[src/rtl/stopwatch_control_pkg.sv]
// Shared definitions for the stopwatch controller: state encodings, seconds limit
// and field-select constants.
package stopwatch_control_pkg;

   typedef enum logic [1:0] {
      ST_RUN    = 2'd0,
      ST_PAUSED = 2'd1,
      ST_ADJUST = 2'd2
   } state_t;

   localparam int SECONDS_MAX = 59;

   localparam logic SEL_MINUTES = 1'b0;
   localparam logic SEL_SECONDS = 1'b1;

   function automatic logic [3:0] tens_of(input int value);
      return 4'(value / 10);
   endfunction

   function automatic logic [3:0] ones_of(input int value);
      return 4'(value % 10);
   endfunction

endpackage

[src/rtl/stopwatch_control_bcd2_counter.sv]
// Two-digit BCD counter that wraps to 00 after the {max_tens,max_ones} limit;
// carry flags an increment that wrapped.
module bcd2_counter (
   input  logic       clk,
   input  logic       rst,
   input  logic       inc,
   input  logic [3:0] max_tens,
   input  logic [3:0] max_ones,
   output logic [3:0] tens,
   output logic [3:0] ones,
   output logic       carry
);

   logic at_max;

   assign at_max = (tens == max_tens) && (ones == max_ones);
   assign carry  = inc && at_max;

   always_ff @(posedge clk or posedge rst) begin
      if (rst) begin
         tens <= 4'd0;
         ones <= 4'd0;
      end else if (inc) begin
         if (at_max) begin
            tens <= 4'd0;
            ones <= 4'd0;
         end else if (ones == 4'd9) begin
            tens <= tens + 4'd1;
            ones <= 4'd0;
         end else begin
            ones <= ones + 4'd1;
         end
      end
   end

endmodule

[src/rtl/stopwatch_control.sv]
// Stopwatch sequencing controller: RUN/PAUSED/ADJUST FSM driving two BCD counters.
// Define STOPWATCH_ROLLOVER_EN to wrap MINUTES_MAX:59 to 00:00 instead of saturating.
module stopwatch_control
   import stopwatch_control_pkg::*;
#(
   parameter int MINUTES_MAX = 59
) (
   input  logic       clk,
   input  logic       rst,
   input  logic       tick_1hz,
   input  logic       tick_2hz,
   input  logic       pause_pulse,
   input  logic       sw_adj,
   input  logic       sw_sel,
   output logic [3:0] minutes_tens,
   output logic [3:0] minutes_ones,
   output logic [3:0] seconds_tens,
   output logic [3:0] seconds_ones,
   output logic       adj,
   output logic       sel,
   output logic       running
);

   localparam logic [3:0] MIN_TENS = tens_of(MINUTES_MAX);
   localparam logic [3:0] MIN_ONES = ones_of(MINUTES_MAX);
   localparam logic [3:0] SEC_TENS = tens_of(SECONDS_MAX);
   localparam logic [3:0] SEC_ONES = ones_of(SECONDS_MAX);

   state_t state;
   logic   resume;
   logic   run_tick, count_tick, adj_tick, at_limit;
   logic   sec_inc, min_inc, sec_carry, min_carry;

   assign at_limit = (minutes_tens == MIN_TENS) && (minutes_ones == MIN_ONES) &&
                     (seconds_tens == SEC_TENS) && (seconds_ones == SEC_ONES);
   assign run_tick = (state == ST_RUN) && tick_1hz;
   assign adj_tick = (state == ST_ADJUST) && tick_2hz;

`ifdef STOPWATCH_ROLLOVER_EN
   assign count_tick = run_tick;
`else
   assign count_tick = run_tick && !at_limit;
`endif

   // Adjust selection uses the live switch so a select change and tick in one cycle hit the new field
   assign sec_inc = count_tick || (adj_tick && (sw_sel == SEL_SECONDS));
   assign min_inc = (count_tick && sec_carry) || (adj_tick && (sw_sel == SEL_MINUTES));

   bcd2_counter u_seconds (
      .clk      (clk),
      .rst      (rst),
      .inc      (sec_inc),
      .max_tens (SEC_TENS),
      .max_ones (SEC_ONES),
      .tens     (seconds_tens),
      .ones     (seconds_ones),
      .carry    (sec_carry)
   );

   bcd2_counter u_minutes (
      .clk      (clk),
      .rst      (rst),
      .inc      (min_inc),
      .max_tens (MIN_TENS),
      .max_ones (MIN_ONES),
      .tens     (minutes_tens),
      .ones     (minutes_ones),
      .carry    (min_carry)
   );

   always_ff @(posedge clk or posedge rst) begin
      if (rst) begin
         state   <= ST_RUN;
         resume  <= 1'b1;
         adj     <= 1'b0;
         sel     <= 1'b0;
         running <= 1'b1;
      end else begin
         sel <= sw_sel;
         case (state)
            ST_RUN: begin
               if (sw_adj) begin
                  state   <= ST_ADJUST;
                  resume  <= 1'b1;
                  adj     <= 1'b1;
                  running <= 1'b0;
               end else if (pause_pulse) begin
                  state   <= ST_PAUSED;
                  running <= 1'b0;
               end
            end
            ST_PAUSED: begin
               if (sw_adj) begin
                  state  <= ST_ADJUST;
                  resume <= 1'b0;
                  adj    <= 1'b1;
               end else if (pause_pulse) begin
                  state   <= ST_RUN;
                  running <= 1'b1;
               end
            end
            ST_ADJUST: begin
               // A pause pulse in the exit cycle still counts toward the return state
               resume <= resume ^ pause_pulse;
               if (!sw_adj) begin
                  state   <= (resume ^ pause_pulse) ? ST_RUN : ST_PAUSED;
                  adj     <= 1'b0;
                  running <= resume ^ pause_pulse;
               end
            end
            default: begin
               state   <= ST_RUN;
               resume  <= 1'b1;
               adj     <= 1'b0;
               running <= 1'b1;
            end
         endcase
      end
   end

endmodule
[config.mk]
export PLATFORM = sky130hd
export DESIGN_NAME = stopwatch_control
export DESIGN_NICKNAME = d
export VERILOG_FILES = /design/src/rtl/stopwatch_control_pkg.sv /design/src/rtl/stopwatch_control_bcd2_counter.sv /design/src/rtl/stopwatch_control.sv
export SDC_FILE = /design/constraint.sdc
export NUM_CORES = 1
export LEC_CHECK = 0
export BUFFER_PORTS_ARGS = -buffer_cell sky130_fd_sc_hd__clkbuf_2
export CORE_MARGIN = 2
export CORE_UTILIZATION = 30
export CTS_BUF_LIST = sky130_fd_sc_hd__clkbuf_4
export CTS_CLUSTER_SIZE = 24
export DETAILED_ROUTE_END_ITERATION = 7
export PLACE_DENSITY_LB_ADDON = 0.08
export SETUP_SLACK_MARGIN = 0.15
export SLEW_MARGIN = 20
export SYNTH_ARGS = -nofsm -noshare
export SYNTH_HDL_FRONTEND = slang
export SYNTH_SLANG_ARGS = --single-unit
[constraint.sdc]
create_clock -name clk -period 2.6 [get_ports clk]
set_input_delay 0.39 -clock clk [delete_from_list [all_inputs] [get_ports clk]]
set_output_delay 0.39 -clock clk [all_outputs]
set_load 0.01 [all_outputs]
Word level (Yosys, flattened, before mapping)
Index checks and enable logic that the tools add are counted.
- bits in registers: 22
- output and inout bits: 19
- bits of input ports: 7
- reduce and logical (&&, ||, !) cells: 24
- add/sub/neg operators: 4
- bitwise gates (word level): 2
- eq/ne operators: 14
- mux-type cells: 26
- operators by type and width (operator ; count):
    $mux W4 ; 8
    $add A4 B1 Y4 const B ; 4
    $logic_and A1 B1 Y1 ; 11
    $mux W2 ; 5
    $ne A2 B2 Y1 const B ; 5
    $mux W1 ; 9
    $eq A4 B3 Y1 const B ; 2
    $eq A4 B4 Y1 const B ; 2
    $reduce_and A2 Y1 ; 4
    $ne A3 B3 Y1 const B ; 2
    $pmux W1 S3 ; 2
    $pmux W2 S3 ; 1
    $reduce_and A4 Y1 ; 1
    $reduce_bool A2 Y1 ; 2
    $reduce_and A3 Y1 ; 1
    $eq A2 B1 Y1 const B ; 1
    $eq A2 B2 Y1 const B ; 1
    $logic_not A2 Y1 ; 1
    $logic_or A1 B1 Y1 ; 2
    $ne A2 B1 Y1 const B ; 1
    $pmux W1 S2 ; 1
    $reduce_or A2 Y1 ; 1
    $logic_not A1 Y1 ; 1
    $not A1 Y1 ; 1
    $xor A1 B1 Y1 ; 1

Longest topological paths before layout
- word-level depth: 11
- gate-level depth with buffers: 7
- mapped depth without buffers: 6

Cells and area by module
From an unflattened synthesis, not the netlist that was laid out.
- cell total of the unflattened synthesis: 171
- area total of the unflattened synthesis: 1606.5 um2
- modules (own cells, without submodules) (module ; area each (um2) ; seq. area each (um2) ; times used ; cells an instance):
    bcd2_counter ; 608.1 ; 200.2 ; 2 ; 64
    stopwatch_control ; 390.4 ; 152.6 ; 1 ; 43

Worst setup path before layout
No wires, ideal clock.
- kind: reg2reg
- from: register u_minutes.tens[0]
- to: register u_minutes.ones[0]
- slack: 723 ps
- setup time: 125 ps
- cell stages (with the launch flop): 6
- data arrival time: 1752 ps
- clock period less this slack: 1877 ps
- cell sequence: dfrtp_1 -> ha_1 -> and3b_1 -> a2111oi_4 -> nor2_2 -> mux2_4
- longest elaborated chain between the ends: 10
- elaborated cells between the ends (all ways): 11
- RTL lines (item ; RTL line ; source):
    start, declared ; stopwatch_control_bcd2_counter.sv:9 ; output logic [3:0] tens,
    start signal, assigned ; stopwatch_control_bcd2_counter.sv:28 ; tens <= tens + 4'd1;
    $eq A4 B3 Y1 * ; stopwatch_control_bcd2_counter.sv:16, stopwatch_control.sv:34 ;
    $logic_and A1 B1 Y1 * ; stopwatch_control_bcd2_counter.sv:16, stopwatch_control.sv:34 ;
    $logic_and A1 B1 Y1 ; stopwatch_control.sv:34 ; assign at_limit = (minutes_tens == MIN_TENS) && (minutes_ones == MIN_ONES) &&
    $logic_and A1 B1 Y1 ; stopwatch_control.sv:35 ; (seconds_tens == SEC_TENS) && (seconds_ones == SEC_ONES);
    $logic_not A1 Y1 ; stopwatch_control.sv:42 ; assign count_tick = run_tick && !at_limit;
    $logic_and A1 B1 Y1 ; stopwatch_control.sv:42 ;
    $logic_or A1 B1 Y1 ; stopwatch_control.sv:46 ; assign sec_inc = count_tick || (adj_tick && (sw_sel == SEL_SECONDS));
    $logic_and A1 B1 Y1 ; stopwatch_control_bcd2_counter.sv:17 ; assign carry = inc && at_max;
    $logic_and A1 B1 Y1 ; stopwatch_control.sv:47 ; assign min_inc = (count_tick && sec_carry) || (adj_tick && (sw_sel == SEL_MINUTES));
    $logic_or A1 B1 Y1 ; stopwatch_control.sv:47 ;
    end signal, assigned ; stopwatch_control_bcd2_counter.sv:31 ; ones <= ones + 4'd1;
    end, declared ; stopwatch_control_bcd2_counter.sv:10 ; output logic [3:0] ones,
Mark *: on every way between the ends. The rest lies on a longest branch, timed or not.
A chain may end at the register's enable or synchronous reset.

Worst setup path after layout
- from: register u_minutes.ones[1]
- to: register u_seconds.ones[0]
- longest elaborated chain between the ends: 7
- RTL lines (item ; RTL line):
    $eq A4 B4 Y1 ; stopwatch_control.sv:34
    $logic_and A1 B1 Y1 (2 in series) ; stopwatch_control.sv:34
    $logic_and A1 B1 Y1 ; stopwatch_control.sv:35
    $logic_not A1 Y1 ; stopwatch_control.sv:42
    $logic_and A1 B1 Y1 ; stopwatch_control.sv:42
    $logic_or A1 B1 Y1 ; stopwatch_control.sv:46
    end signal, assigned ; stopwatch_control_bcd2_counter.sv:31
    end, declared ; stopwatch_control_bcd2_counter.sv:10
Every way passes these cells.

==> results by group <==
Run status
  • Run status: finished, final reports clean

Synthesis
  • Number of synthesized register bits: 22
  • Register area share after synthesis: 0.389
  • Async set-reset flop share out of synthesis: 1.00
  • EDFF count, synth: 0
  • Synthesized area per cell: 9.81 um2
  • Yosys warning count: 0
  • Post-Syn Area: 1420 um2
  • Syn nets: 160
  • Ys flop type: dfrtp_1
  • Unique cell type count in the Yosys netlist: between 40 and 50
  • Post-synthesis cell count: around 150

Global routing
  • GRT Total Usage: 0.121
  • Vias in the first global route: 1057
  • Gr ovfl total: 0
  • First-pass GRT wire length: approximately 5000 um
  • Pin count of the biggest net entering global routing: 23
  • Initial antenna violation count: 0

Clocking
  • Clk buf depth: 2
  • Clock Pin Slew Worst Setup and Hold Paths: approximately 0.13 ns
  • Post-cts resize count: 0
  • Htree depth: 1
  • Cts hold-fix bufs: 0
  • Root buffer cell: clkbuf_4
  • Worst-Skew Late Latency: 0.31 ns
  • Setup bufs post-CTS: 0
  • TritonCTS buffer count: 3
  • CTS Sinks: 22
  • CTS tree: done

Timing
  • Setup TNS: 0 ns
  • Final Hold Fails: 0
  • Achievable Freq: between 400 and 500 MHz
  • Slew Limit Fails: 0
  • Final Setup Violations: 0
  • RSZ-0062 raised after global routing: no
  • Final worst slack: approximately 0.46 ns
  • Tcrit/Tclk final: 0.822
  • Relative slew slack: 0.410
  • Min Tclk post-route: 2.14 ns
  • Worst Max-Slew Pin Slew: approximately 0.9 ns
  • Clock skew: 0.0140 ns

Route
  • DRT iter0 DRCs: 65
  • Antenna-violating nets left: 0
  • Via count: approximately 1200
  • Wire per inst: roughly 14 um
  • DR vias/cell: about 5.3
  • Number of detailed-route iterations in the first pass: 4
  • Residual DRC: 0
  • DRT Wirelength: just over 3000 um

Worst setup path
  • R2R Setup Slk: 0.46 ns
  • Crit path required time: about 2.8 ns
  • Crit start category: flop
  • Critical Path AT: about 2.4 ns
  • Critical path class: reg -> reg
  • Critical path startpoint: u_minutes.ones[1]$_DFFE_PP0P_
  • Worst setup EP type: flop
  • CP Max Fanout: 13
  • CP endpoint: u_seconds.ones[0]$_DFFE_PP0P_
  • End of the worst register-to-register path: u_seconds.ones[0]$_DFFE_PP0P_
  • FF-to-FF path depth: 6
  • R2r startpoint: u_minutes.ones[1]$_DFFE_PP0P_

Die
  • Num rows: 25
  • Initial core utilization: 0.305
  • IO Pins: 26
  • DIE AREA: roughly 5300 um2
  • Die Span Y: between 70 and 80 um
  • Die X-Extent: ~73 um
  • Core Area: between 4000 and 5000 um2

Power and ir drop
  • PD cells: between 700 and 800 nW/um2
  • Total Power: ~1.3 mW
  • Maximum VDD drop: between 200 and 250 uV
  • Pleak: approximately 0.76 nW

Cells and area
  • Layout Utilization: 0.344
  • Layout Nets: between 150 and 200
  • Commonest non-fill, non-tap cell in the layout: clkbuf_2
  • Layout cell share with drive strength beyond 1: 0.265
  • Syn-to-layout area delta: 12.8%
  • Fillers: ~500
  • Most frequent cells in the layout: clkbuf_2, dfrtp_1, o21ai_0, nor2_1, ha_1
  • ANT cells: 0

Placed design
  • DP HPWL: 2240 um
  • IO Port Bufs: 25
  • Worst slack, placed: 0.462 ns
  • Placer Congestion: between 0.8 and 0.9

Hold path
  • Worst Hold Class: in -> async

Flow run
  • Max-Cap Viols: 0
[report_power, final]
group | internal [mW] | switching (mW) | total [mW]
clock network | 0.0560 | 0.105 | 0.161
logic | 0.257 | 0.271 | 0.528
registers | 0.453 | 0.142 | 0.595
total | 0.766 | 0.517 | 1.28
[worst min-delay path by stage]
stage | start | to
after floorplan | rst | adj$_DFFE_PP0P_
after global placement | adj$_DFFE_PP0P_ | adj$_DFFE_PP0P_
after detailed placement | adj$_DFFE_PP0P_ | adj$_DFFE_PP0P_
after CTS | sw_sel | sel$_DFF_PP0_
after global routing | sw_sel | sel$_DFF_PP0_
final | rst | adj$_DFFE_PP0P_
[critical path: stages (launching register included)]
cell and delay [ns]:
dfrtp_1 0.43, inv_1 0.08, ha_1 0.13, and3b_1 0.48, a41oi_2 0.28, or2_2 0.37
mux2_2 0.28
[synthesized netlist by cell type, types with 2 or more instances]
library cell	number	share of area
o21ai_0	14	0.049
nor2_1	13	0.034
nor3_1	4	0.014
inv_1	7	0.018
dfstp_2	2	0.037
nand3_1	4	0.014
o211a_1	2	0.014
and3_1	3	0.013
mux2_4	2	0.021
nand3b_1	2	0.011
nor2b_1	3	0.013
ha_1	8	0.070
dfrtp_1	20	0.35
nand2_1	3	0.0079
a21boi_0	2	0.011
nor3b_1	3	0.016
mux2_2	5	0.040
a22o_1	2	0.012
a21oi_1	5	0.018
clkbuf_1	7	0.018
o22ai_1	2	0.0088
nand2b_1	2	0.0088
and3b_1	4	0.025
[per-stage QoR]
step / hold WS, ns / cells / area, um2
after floorplan: 0.378 / 145 / 1420
after global placement: 0.497 / 216 / 1580
after detailed placement: 0.506 / 216 / 1580
after CTS: 0.204 / 220 / 1600
after global routing: 0.201 / 220 / 1600
final: 0.224 / 220 / 1600
[kinds of logic (layout without fill, tap and decap cells)]
kind of cell / Yosys count / in the layout / synth area share
compound gates: 40 / 40 / 0.209
buf+inv: 15 / 36 / 0.0449
flops: 22 / 22 / 0.389
simple gates: 50 / 50 / 0.207
fa+ha+maj: 8 / 8 / 0.0704
xor+xnor: 2 / 2 / 0.0123
mux: 8 / 8 / 0.0677
[layout make-up]
class | count | area [um2] | area share
well taps | 54 | 67.6 | 0.0421
clock buffers | 3 | 22.5 | 0.0140
multi-input cells | 108 | 806 | 0.502
repair buffers | 25 | 125 | 0.0780
inverters | 7 | 26.3 | 0.0164
flip-flops and latches | 22 | 553 | 0.345
clock inverters | 1 | 3.75 | 0.00234
[metal layers]
metal	GRT usage	share of wire
met5	0	0
met4	0.0494	0.0082
met3	0.0180	0.040
met2	0.185	0.45
met1	0.170	0.50
[sequential cells by signal, indices dropped and copies added (netlist names)]
register and cells:
adj 1, resume 1, running 1, sel 1
state 2, u_minutes.ones 4, u_minutes.tens 4, u_seconds.ones 4
u_seconds.tens 4
Note: power is estimated with default switching activity, not from simulation.
